**src/rtl/vt_loader_pkg.sv**
```systemverilog
// vt_loader_pkg: shared FSM encoding and LFSR constants for the variable-table loader
package vt_loader_pkg;

    typedef enum logic [1:0] {
        IDLE  = 2'd0,
        FETCH = 2'd1,
        WRITE = 2'd2,
        DONE  = 2'd3
    } state_e;

    localparam logic [31:0] LFSR_TAPS         = 32'h80200003;
    localparam logic [31:0] LFSR_DEFAULT_SEED = 32'h1;

endpackage

```
**src/rtl/vt_lfsr32.sv**
```systemverilog
// vt_lfsr32: 32-bit Fibonacci LFSR (taps 32,22,2,1) with seed load and advance enable
module vt_lfsr32
    import vt_loader_pkg::*;
(
    input  logic        clk_i,
    input  logic        rst_ni,
    input  logic        load_i,
    input  logic [31:0] seed_i,
    input  logic        adv_i,
    output logic        bit_o
);

    logic [31:0] lfsr_q, lfsr_d;

    // Load wins over advance; an all-zero seed would lock the register, so it is replaced
    always_comb begin
        lfsr_d = load_i ? ((seed_i == '0) ? LFSR_DEFAULT_SEED : seed_i)
               : adv_i  ? {^(lfsr_q & LFSR_TAPS), lfsr_q[31:1]}
               : lfsr_q;
    end

    // State register
    always_ff @(posedge clk_i or negedge rst_ni) begin
        if (!rst_ni) lfsr_q <= LFSR_DEFAULT_SEED;
        else         lfsr_q <= lfsr_d;
    end

    assign bit_o = lfsr_q[0];

endmodule

```
**src/rtl/variable_table_loader.sv**
```systemverilog
// variable_table_loader: unpacks host assignment words LSB-first into one broadcast table write per cycle
// Optional LFSR fill mode (rand_mode_i, seed_i) is built when VT_LFSR_INIT_EN is defined.
module variable_table_loader
    import vt_loader_pkg::*;
#(
    parameter int VARIABLE_ADDRESS_WIDTH = 11,
    parameter int WORD_WIDTH             = 32
) (
    input  logic                              clk_i,
    input  logic                              rst_ni,
    input  logic                              start_i,
    input  logic                              abort_i,
    input  logic [VARIABLE_ADDRESS_WIDTH:0]   num_vars_i,
`ifdef VT_LFSR_INIT_EN
    input  logic                              rand_mode_i,
    input  logic [31:0]                       seed_i,
`endif
    input  logic                              word_valid_i,
    output logic                              word_ready_o,
    input  logic [WORD_WIDTH-1:0]             word_data_i,
    output logic                              axi_en_o,
    output logic                              axi_wr_en_o,
    output logic [VARIABLE_ADDRESS_WIDTH-1:0] axi_addr_o,
    output logic                              axi_data_o,
    output logic                              busy_o,
    output logic                              done_o
);

    localparam int AW = VARIABLE_ADDRESS_WIDTH;
    localparam int CW = AW + 1;
    localparam int BW = (WORD_WIDTH > 1) ? $clog2(WORD_WIDTH) : 1;
    localparam logic [CW-1:0] MAX_CNT  = {1'b1, {AW{1'b0}}};
    localparam logic [BW-1:0] BIT_LAST = BW'(WORD_WIDTH - 1);

    state_e                state_q, state_d;
    logic [CW-1:0]         cnt_q, cnt_d;
    logic [AW-1:0]         addr_q, addr_d;
    logic [BW-1:0]         bit_q, bit_d;
    logic [WORD_WIDTH-1:0] sr_q, sr_d;
    logic                  mode_q, mode_d;
    logic                  start_mode, wr, last, data_bit;
    logic [CW-1:0]         num_clamped;

    assign num_clamped = (num_vars_i > MAX_CNT) ? MAX_CNT : num_vars_i;
    assign wr          = (state_q == WRITE);
    assign last        = ({1'b0, addr_q} == cnt_q - CW'(1));

`ifdef VT_LFSR_INIT_EN
    logic lfsr_bit;

    assign start_mode = rand_mode_i;
    assign data_bit   = mode_q ? lfsr_bit : sr_q[0];

    vt_lfsr32 u_lfsr (
        .clk_i  (clk_i),
        .rst_ni (rst_ni),
        .load_i (state_q == IDLE && start_i && !abort_i),
        .seed_i (seed_i),
        .adv_i  (wr),
        .bit_o  (lfsr_bit)
    );
`else
    assign start_mode = 1'b0;
    assign data_bit   = sr_q[0];
`endif

    // Next-state logic; abort overrides everything and simply returns to IDLE
    always_comb begin
        state_d = state_q;
        cnt_d   = cnt_q;
        addr_d  = addr_q;
        bit_d   = bit_q;
        sr_d    = sr_q;
        mode_d  = mode_q;
        if (abort_i) begin
            state_d = IDLE;
        end else begin
            case (state_q)
                IDLE: if (start_i) begin
                    cnt_d   = num_clamped;
                    addr_d  = '0;
                    mode_d  = start_mode;
                    state_d = (num_clamped == '0) ? DONE : start_mode ? WRITE : FETCH;
                end
                FETCH: if (word_valid_i) begin
                    sr_d    = word_data_i;
                    bit_d   = '0;
                    state_d = WRITE;
                end
                WRITE: begin
                    sr_d    = sr_q >> 1;
                    addr_d  = addr_q + AW'(1);
                    bit_d   = bit_q + BW'(1);
                    state_d = last ? DONE : (!mode_q && bit_q == BIT_LAST) ? FETCH : WRITE;
                end
                default: state_d = IDLE;
            endcase
        end
    end

    // State and datapath registers
    always_ff @(posedge clk_i or negedge rst_ni) begin
        if (!rst_ni) begin
            state_q <= IDLE;
            cnt_q   <= '0;
            addr_q  <= '0;
            bit_q   <= '0;
            sr_q    <= '0;
            mode_q  <= 1'b0;
        end else begin
            state_q <= state_d;
            cnt_q   <= cnt_d;
            addr_q  <= addr_d;
            bit_q   <= bit_d;
            sr_q    <= sr_d;
            mode_q  <= mode_d;
        end
    end

    assign word_ready_o = (state_q == FETCH);
    assign axi_en_o     = wr;
    assign axi_wr_en_o  = wr;
    assign axi_addr_o   = wr ? addr_q : '0;
    assign axi_data_o   = wr & data_bit;
    assign busy_o       = (state_q != IDLE);
    assign done_o       = (state_q == DONE);

endmodule

```
**config.mk**
```make
export PLATFORM = sky130hd
export DESIGN_NAME = variable_table_loader
export DESIGN_NICKNAME = d
export VERILOG_FILES = /design/src/rtl/vt_loader_pkg.sv /design/src/rtl/vt_lfsr32.sv /design/src/rtl/variable_table_loader.sv
export SDC_FILE = /design/constraint.sdc
export NUM_CORES = 1
export LEC_CHECK = 0
export ABC_AREA = 1
export BUFFER_PORTS_ARGS = -buffer_cell sky130_fd_sc_hd__buf_4
export CAP_MARGIN = 0
export CORE_UTILIZATION = 50
export DETAILED_ROUTE_END_ITERATION = 10
export PLACE_DENSITY = 0.73
export SLEW_MARGIN = 30
export SYNTH_ARGS = -nofsm -noshare
export SYNTH_HDL_FRONTEND = slang
export SYNTH_HIERARCHICAL = 1
export SYNTH_SLANG_ARGS = --single-unit
```
**constraint.sdc**
```tcl
create_clock -name clk_i -period 2.1 [get_ports clk_i]
set_input_delay 0.315 -clock clk_i [delete_from_list [all_inputs] [get_ports clk_i]]
set_output_delay 0.315 -clock clk_i [all_outputs]
set_load 0.01 [all_outputs]
```
# Word-level counts from Yosys, hierarchy flattened
# Cells that the tools add are included.
word_totals:
  regBits: 62
  in_bits: 49
  out_inout_bits: 17
  wordCells: 44
op_classes:
  addsub: 3
  n_lt_le_gt_ge: 1
  n_eq_ne: 9
  mux: 15
  bitwise_logic: 2
  n_reduce_logical: 9
ops:
  columns: ["operator", "count"]
  rows:
  - ["32-bit case mux with 2 select lines", 1]
  - ["32-bit 2-to-1 mux", 1]
  - ["11-bit 2-to-1 mux", 2]
  - ["11-bit case mux with 2 select lines", 1]
  - ["11-bit by 12-bit equality test with 1-bit output", 1]
  - ["12-bit greater-than comparator (second input constant)", 1]
  - ["12-bit zero test", 1]
  - ["12-bit 2-to-1 mux", 1]
  - ["2-bit 2-to-1 mux", 6]
  - ["12-bit by 1-bit subtractor with 12-bit output (second input constant)", 1]
  - ["11-bit by 1-bit adder with 11-bit output (second input constant)", 1]
  - ["5-bit case mux with 2 select lines", 1]
  - ["3-bit AND reduction", 3]
  - ["3-bit inequality test (second input constant)", 2]
  - ["2-bit case mux with 3 select lines", 1]
  - ["2-bit nonzero test", 3]
  - ["5-bit by 1-bit adder with 5-bit output (second input constant)", 1]
  - ["5-bit equality test (second input constant)", 1]
  - ["5-bit 2-to-1 mux", 1]
  - ["2-bit equality test (second input constant)", 2]
  - ["2-bit inequality test (second input constant)", 2]
  - ["2-bit by 1-bit equality test with 1-bit output (second input constant)", 1]
  - ["2-bit zero test", 1]
  - ["2-bit AND reduction", 1]
  - ["other kinds (2)", 2]

# Depth between registers and ports, before layout
# Gate-level depths: netlist of run 1.
logic_depth:
  word_depth: 7
  ltp_mapped: 15

# Worst setup path before layout of run 1
# Ideal clock, no wire load.
synth_timing:
  path_type: "flip-flop to output port"
  startpoint: "register state_q[1]"
  endpoint: "output axi_addr_o[0]"
  t_arrival_ps: 1364
  required_ps: 1785
  path_slack_ps: 421
  stages_incl_launch_ff: 8
  n_path_buf: 3
  cell_sequence: "dfrtp_1 -> buf_2 -> inv_1 -> nor2_1 -> buf_2 -> inv_1 -> clkbuf_1 -> nor2_1"
synth_between:
  elab_chain_len: 2
synth_rtl:
  columns: ["item", "line_no", "text"]
  rows:
  - ["from (decl)", "variable_table_loader.sv:35", "state_e state_q, state_d;"]
  - ["from (signal assigned)", "variable_table_loader.sv:111", "state_q <= state_d;"]
  - ["2-bit equality test", "variable_table_loader.sv:45", "assign wr = (state_q == WRITE);"]
  - ["11-bit 2-to-1 mux", "variable_table_loader.sv:123", "assign axi_addr_o = wr ? addr_q : '0;"]
  - ["to (decl)", "variable_table_loader.sv:23", "output logic [VARIABLE_ADDRESS_WIDTH-1:0] axi_addr_o,"]
# No other way between the ends.

# Worst setup path in the final report of run 1
layout_timing:
  startpoint: "register state_q[1]"
  endpoint: "output axi_addr_o[1]"
# Same word-level chain as after synthesis.

==> results of run 1 <==
[worst max path at each step]
stage / to / cells after the start / slack [ns]
after detailed placement: state_q[1]$_DFFE_PN0P_ / 14 / 0.28
final: axi_addr_o[1] / 6 / 0.08
after global routing: axi_addr_o[0] / 6 / -0.02
after floorplan: axi_addr_o[0] / 7 / 0.42
after CTS: axi_addr_o[10] / 5 / 0.05
after global placement: state_q[1]$_DFFE_PN0P_ / 14 / 0.35
[worst max-delay path: stages (launching register included)]
cell	delay, ns
dfrtp_2	0.51
inv_1	0.13
nor2_4	0.17
clkinvlp_4	0.15
buf_4	0.18
nor2_1	0.10
buf_4	0.13
[report_power, final]
part / switching, mW / internal (mW) / leakage [nW]
registers: 0.187 / 1.59 / 0.791
clock network: 0.503 / 0.672 / 0.114
logic: 0.777 / 0.485 / 1.20
total: 1.47 / 2.75 / 2.10
[final cells by class]
cell class	instances	area (um^2)
Inverter	84	319.1
Tap cell	96	120.1
Fill cell	642	2480
Clock buffer	9	123.9
Sequential cell	62	1553
Clock inverter	7	96.34
Timing Repair Buffer	72	565.5
Multi-Input combinational cell	310	1649
[stage by stage]
step	instances	power, mW	hold slack, ns	instance area (um^2)
2_1_floorplan	476	2.684	0.01941	3618
3_3_place_gp	621	2.984	0.4539	4179
3_5_place_dp	621	3.041	0.4529	4179
4_1_cts	637	4.233	0.07702	4400
5_1_grt	640	4.548	0.1216	4427
6_report	640	4.217	0.05979	4427
[what timing repair did]
item,4_1_cts,5_1_grt
setup endpoints to repair,12,4
resized for setup,1,1
setup buffers,0,3
cloned,0,0
[state kept, by name, summed over array words and instances, names as in the netlist]
register / count
state_q: 2
addr_q: 11
cnt_q: 12
bit_q: 5
sr_q: 32
[cells in the final DEF, fill, tap and decap left out, types with 9 or more instances in the layout]
cell and count:
nor2_1 39, o21ai_0 51, a21oi_1 13, clkbuf_8 9, nand3_1 27, buf_4 70, inv_1 79, xnor2_1 9
nand2_1 92, dfrtp_1 61, o211ai_1 32
[kinds of logic (layout without fill, tap and decap cells)]
logic type	count (synthesis)	count (layout)	synth area share
adder cells (fa/ha/maj)	4	4	0.01383
AND/OR/NAND/NOR	190	190	0.2400
buffers and inverters	104	172	0.1176
AO/OA/AOI/OAI	102	102	0.1660
XOR/XNOR	14	14	0.03389
flip-flops	62	62	0.4288
[layer usage]
| metal | global-route usage | vias up | part of all wire |
|---|---|---|---|
| li1 | - | 1659 | - |
| met1 | 0.3062 | 1547 | 0.44 |
| met2 | 0.3858 | 88 | 0.47 |
| met3 | 0.07583 | 19 | 0.065 |
| met4 | 0.09091 | 0 | 0.028 |
| met5 | 0 | - | 0 |
==> key figures, run 1 <==
Logic synthesis
  – Commonest cells post-synth: nand2_1 (92), inv_1 (80), dfrtp_1 (62), o21ai_0 (51), nor2_1 (40)
  – Post-synthesis async set-or-reset flop share: 1.000
  – Net count after synthesis: 529
  – Synth top area cells: dfrtp_1 (43%), nand2_1 (9.5%), inv_1 (8.3%), o21ai_0 (7.1%), o211ai_1 (6.6%)
  – Most used DFF post-synth: dfrtp_1
  – Most frequent cell after synthesis: nand2_1
  – EDFF count, synth: 0
  – Netlist Area Pre-Place: 3618 um^2
  – Gate Count Post-Synth: 476
  – Syn_area_per_cell: 7.602 um^2
  – Sequential element share of the synthesized area: 0.4288
  – Yosys top cell area share: 0.4288
  – Yosys cell types: 30
  – Number of synthesis warnings: 6
  – Synth Register Bits: 62
  – Cell taking the most area after synthesis: dfrtp_1

GRT
  – Initial antenna violation count: 0
  – Total gr overflow: 0
  – First-pass GRT wire length: 14.09 mm
  – GRT Overall Usage: 0.2414
  – Largest net degree at the start of global routing: 67
  – Vias in the first global route: 3167

Clock network
  – Num CTS Buffers: 9
  – CTS root buf: clkbuf_8
  – Htree depth: 3
  – Max Root-Sink Buffers: 2
  – CTS tree: yes
  – Clk sink count: 62
  – Skew-Pair Late Insertion Delay: 0.35 ns
  – Clk slew on worst S/H paths: 0.08 ns
  – Hold Buf Count CTS: 0

Placed design
  – DP HPWL: 5.929 mm
  – I/O Buffers: 65
  – Post-place setup slack: 0.2805 ns
  – Gp weighted congestion: 0.9380

Detailed routing
  – Final WL: 8.370 mm
  – Vias: 3313
  – Routed Antenna Nets: 0
  – Initial DRC count: 150
  – Avg WL per Cell: 13.08 um
  – DR DRC count: 0
  – Vias per inst: 5.177
  – DRT Pass-1 Iters: 4

Floorplanning
  – I/O pins: 66
  – Die W: 87.07 um
  – Cell row count: 30
  – Core Box Area: 6907 um^2
  – Full die area: 7581 um^2
  – Die height: 87.07 um
  – Initial core utilization: 0.5239

Setup path
  – Crit end category: output port
  – Reg-to-reg startpoint: cnt_q[0]$_DFFE_PN0P_
  – Critical Path RT: 1.78 ns
  – Worst setup path start: state_q[1]$_DFFE_PN0P_
  – Critical path class: reg2out
  – Worst Reg2Reg Path Length in Cells: 12
  – Critical R2R Capture: state_q[0]$_DFFE_PN0P_
  – Crit-path max FO: 11
  – FF-to-FF setup slack: 0.23 ns
  – Worst Path Arrival: 1.71 ns
  – Worst setup SP type: flop

Power and ir drop
  – Maximum vdd drop: 0.5504 mV
  – Leak pwr: 2.104 nW
  – Pwr Density: 952.6 nW/um^2

STA
  – Finish-stage setup viols: 0
  – Final hold viol count: 0
  – Slew headroom: 0.4780
  – Slew Viols, Final: 0
  – Actual slew at the worst max-slew pin: 0.7830 ns
  – Highest Clock Rate: 494.3 MHz
  – Fin crit share: 0.9634
  – Setup_tns: 0 ns
  – Fin worst setup slack: 0.07676 ns
  – Worst Skew: 0.01064 ns
  – Period minus WS final: 2.023 ns

Finish
  – Antenna cell count: 0
  – Nets@finish: 592
  – Area delta synth->final: 22.34%
  – Finished Core Util: 0.6409
  – Fraction of layout instances using a drive strength above 1: 0.2040

Run status
  – Outcome: completed

Min path
  – Hold WC Path Type: in2async

Job
  – Maxcap violations: 0
(Power assumes the default switching activity.)
==> run 2: changes to the inputs <==
Settings changed: SETUP_SLACK_MARGIN set to 0.2.
==> run 2 against run 1 <==
Net effect:
- sequential power is essentially flat
- clock power is essentially flat
- critical endpoint unchanged
- worst hold slack lost 0.0042 ns
- largest cell class unchanged
- critical path type unchanged
- largest power group unchanged
==> key figures, run 2 (synthesis results as in run 1) <==
Run status
  – Outcome: completed

Floorplanning
  – Core Box Area: 6907 um^2
  – Initial core utilization: 0.5239
  – Die height: 87.07 um
  – Cell row count: 30
  – Die W: 87.07 um
  – Full die area: 7581 um^2
  – I/O pins: 66

Power and ir drop
  – Total design power: 4.238 mW
  – Leak pwr: 2.106 nW
  – Pwr Density: 953.2 nW/um^2
  – Maximum vdd drop: 0.5505 mV

Setup path
  – Buf/Inv on CP: 4
  – Worst Path Arrival: 1.51 ns
  – Worst path max stage delay: 0.38 ns
  – Crit-path max FO: 6
  – Slowest-stage cell, CP: dfrtp_2
  – Crit end category: output port
  – CP top delay family: buffers and inverters
  – Critical-path cell list: inv_1 -> nor2_4 -> clkinvlp_4 -> buf_4 -> nor2_1 -> buf_4
  – Critical Path RT: 1.78 ns
  – Worst setup SP type: flop
  – Crit path top cell by count: buf_4
  – FF-to-FF setup slack: 0.29 ns
  – Critical path class: reg2out

Detailed routing
  – Final WL: 8.452 mm
  – Vias: 3337
  – Met3 Routed Length: 588 um
  – Top Layer Used: met4
  – DRT Pass-1 Iters: 4
  – Routed Antenna Nets: 0
  – Vias per inst: 5.206
  – Avg WL per Cell: 13.19 um
  – DR DRC count: 0
  – WL met1: 3.669 mm
  – Routed wl met2: 4.009 mm
  – Initial DRC count: 152

STA
  – Fin crit share: 0.8710
  – Setup_tns: 0 ns
  – Slew Viols, Final: 0
  – Period minus WS final: 1.829 ns
  – Slew headroom: 0.4630
  – Actual slew at the worst max-slew pin: 0.8055 ns
  – Finish-stage setup viols: 0
  – Worst Skew: 0.01421 ns
  – Highest Clock Rate: 546.7 MHz
  – Worst hold slack: 0.05562 ns
  – RSZ-0062 raised after global routing: true
  – Final hold viol count: 0

GRT
  – Initial antenna violation count: 0
  – Total gr overflow: 0
  – Vias in the first global route: 3193
  – GRT Overall Usage: 0.2446
  – Largest net degree at the start of global routing: 67
  – First-pass GRT wire length: 14.25 mm

Clock network
  – Htree depth: 3
  – Clk sink count: 62
  – Skew-Pair Late Insertion Delay: 0.35 ns
  – Clk slew on worst S/H paths: 0.08 ns
  – CTS root buf: clkbuf_8
  – Num CTS Buffers: 9
  – Max Root-Sink Buffers: 2
  – CTS tree: yes

Placed design
  – I/O Buffers: 65
  – DP Cell Count: 621
  – DP HPWL: 5.929 mm
  – Gp weighted congestion: 0.9380

Min path
  – Hold WC Path Type: in2async

Finish
  – Largest register FFs: 32
  – Leading cell types in the layout, fill and taps excluded: nand2_1 (92), inv_1 (78), buf_4 (71), dfrtp_1 (60), o21ai_0 (51)
  – Antenna cell count: 0
  – Fraction of layout instances using a drive strength above 1: 0.2165
  – Top flop regs: sr_q: 32 flops, cnt_q: 12 flops, addr_q: 11 flops
  – Nets@finish: 593
  – Commonest non-fill, non-tap cell in the layout: nand2_1
  – Area delta synth->final: 22.86%
  – Largest Register: sr_q
  – Non-filler cells, final: 641

Job
  – Maxcap violations: 0
[run 2: changes by cell type in the layout (fill, tap and decap cells not counted), sizes merged]
cell	delta
buf	+1
[run 2: final cells by class]
class / count / area [um^2]
Fill cell: 642 / 2461
Multi-Input combinational cell: 310 / 1659
Sequential cell: 62 / 1554
Timing Repair Buffer: 73 / 573.1
Inverter: 84 / 319.1
Clock buffer: 9 / 123.9
Tap cell: 96 / 120.1
Clock inverter: 7 / 96.34
[run 2: worst paths after layout]
| path | start | end | cells past startpoint |
|---|---|---|---|
| hold / removal | rst_ni | cnt_q[0]$_DFFE_PN0P_ | 1 |
| max in group asynchronous | rst_ni | state_q[0]$_DFFE_PN0P_ | 1 |
| setup / recovery | state_q[1]$_DFFE_PN0P_ | axi_addr_o[1] | 6 |
| hold reg to reg | bit_q[3]$_DFFE_PN0P_ | bit_q[3]$_DFFE_PN0P_ | 1 |
| min in group clk_i | word_data_i[31] | sr_q[31]$_DFFE_PN0P_ | 3 |
| setup reg to reg | cnt_q[0]$_DFFE_PN0P_ | state_q[0]$_DFFE_PN0P_ | 12 |
[run 2: layer usage]
metal	GRT usage	vias up
li1	-	1667
met4	0.09091	0
met5	0	-
met1	0.3062	1556
met2	0.3944	97
met3	0.07962	17
[run 2: repair_timing]
action,in CTS,in global routing
pin swaps,0,2
hold buffers,0,0
resized for setup,2,6
buffers inserted,3,1
setup endpoints to repair,14,17
[run 2: power breakdown]
part / leakage (nW) / total [mW] / internal, mW / switching (mW)
logic: 1.20 / 1.28 / 0.494 / 0.786
clock network: 0.114 / 1.18 / 0.672 / 0.511
registers: 0.790 / 1.77 / 1.59 / 0.182
total: 2.11 / 4.24 / 2.76 / 1.48
[run 2: stage by stage]
step / util / cell area, um^2 / setup slack (ns)
after global placement: 0.6051 / 4179 / 0.3549
after floorplan: - / 3618 / 0.4212
after detailed placement: 0.6051 / 4179 / 0.2805
final: 0.6437 / 4446 / 0.2709
after CTS: 0.6409 / 4427 / 0.2364
after global routing: 0.6437 / 4446 / 0.1958
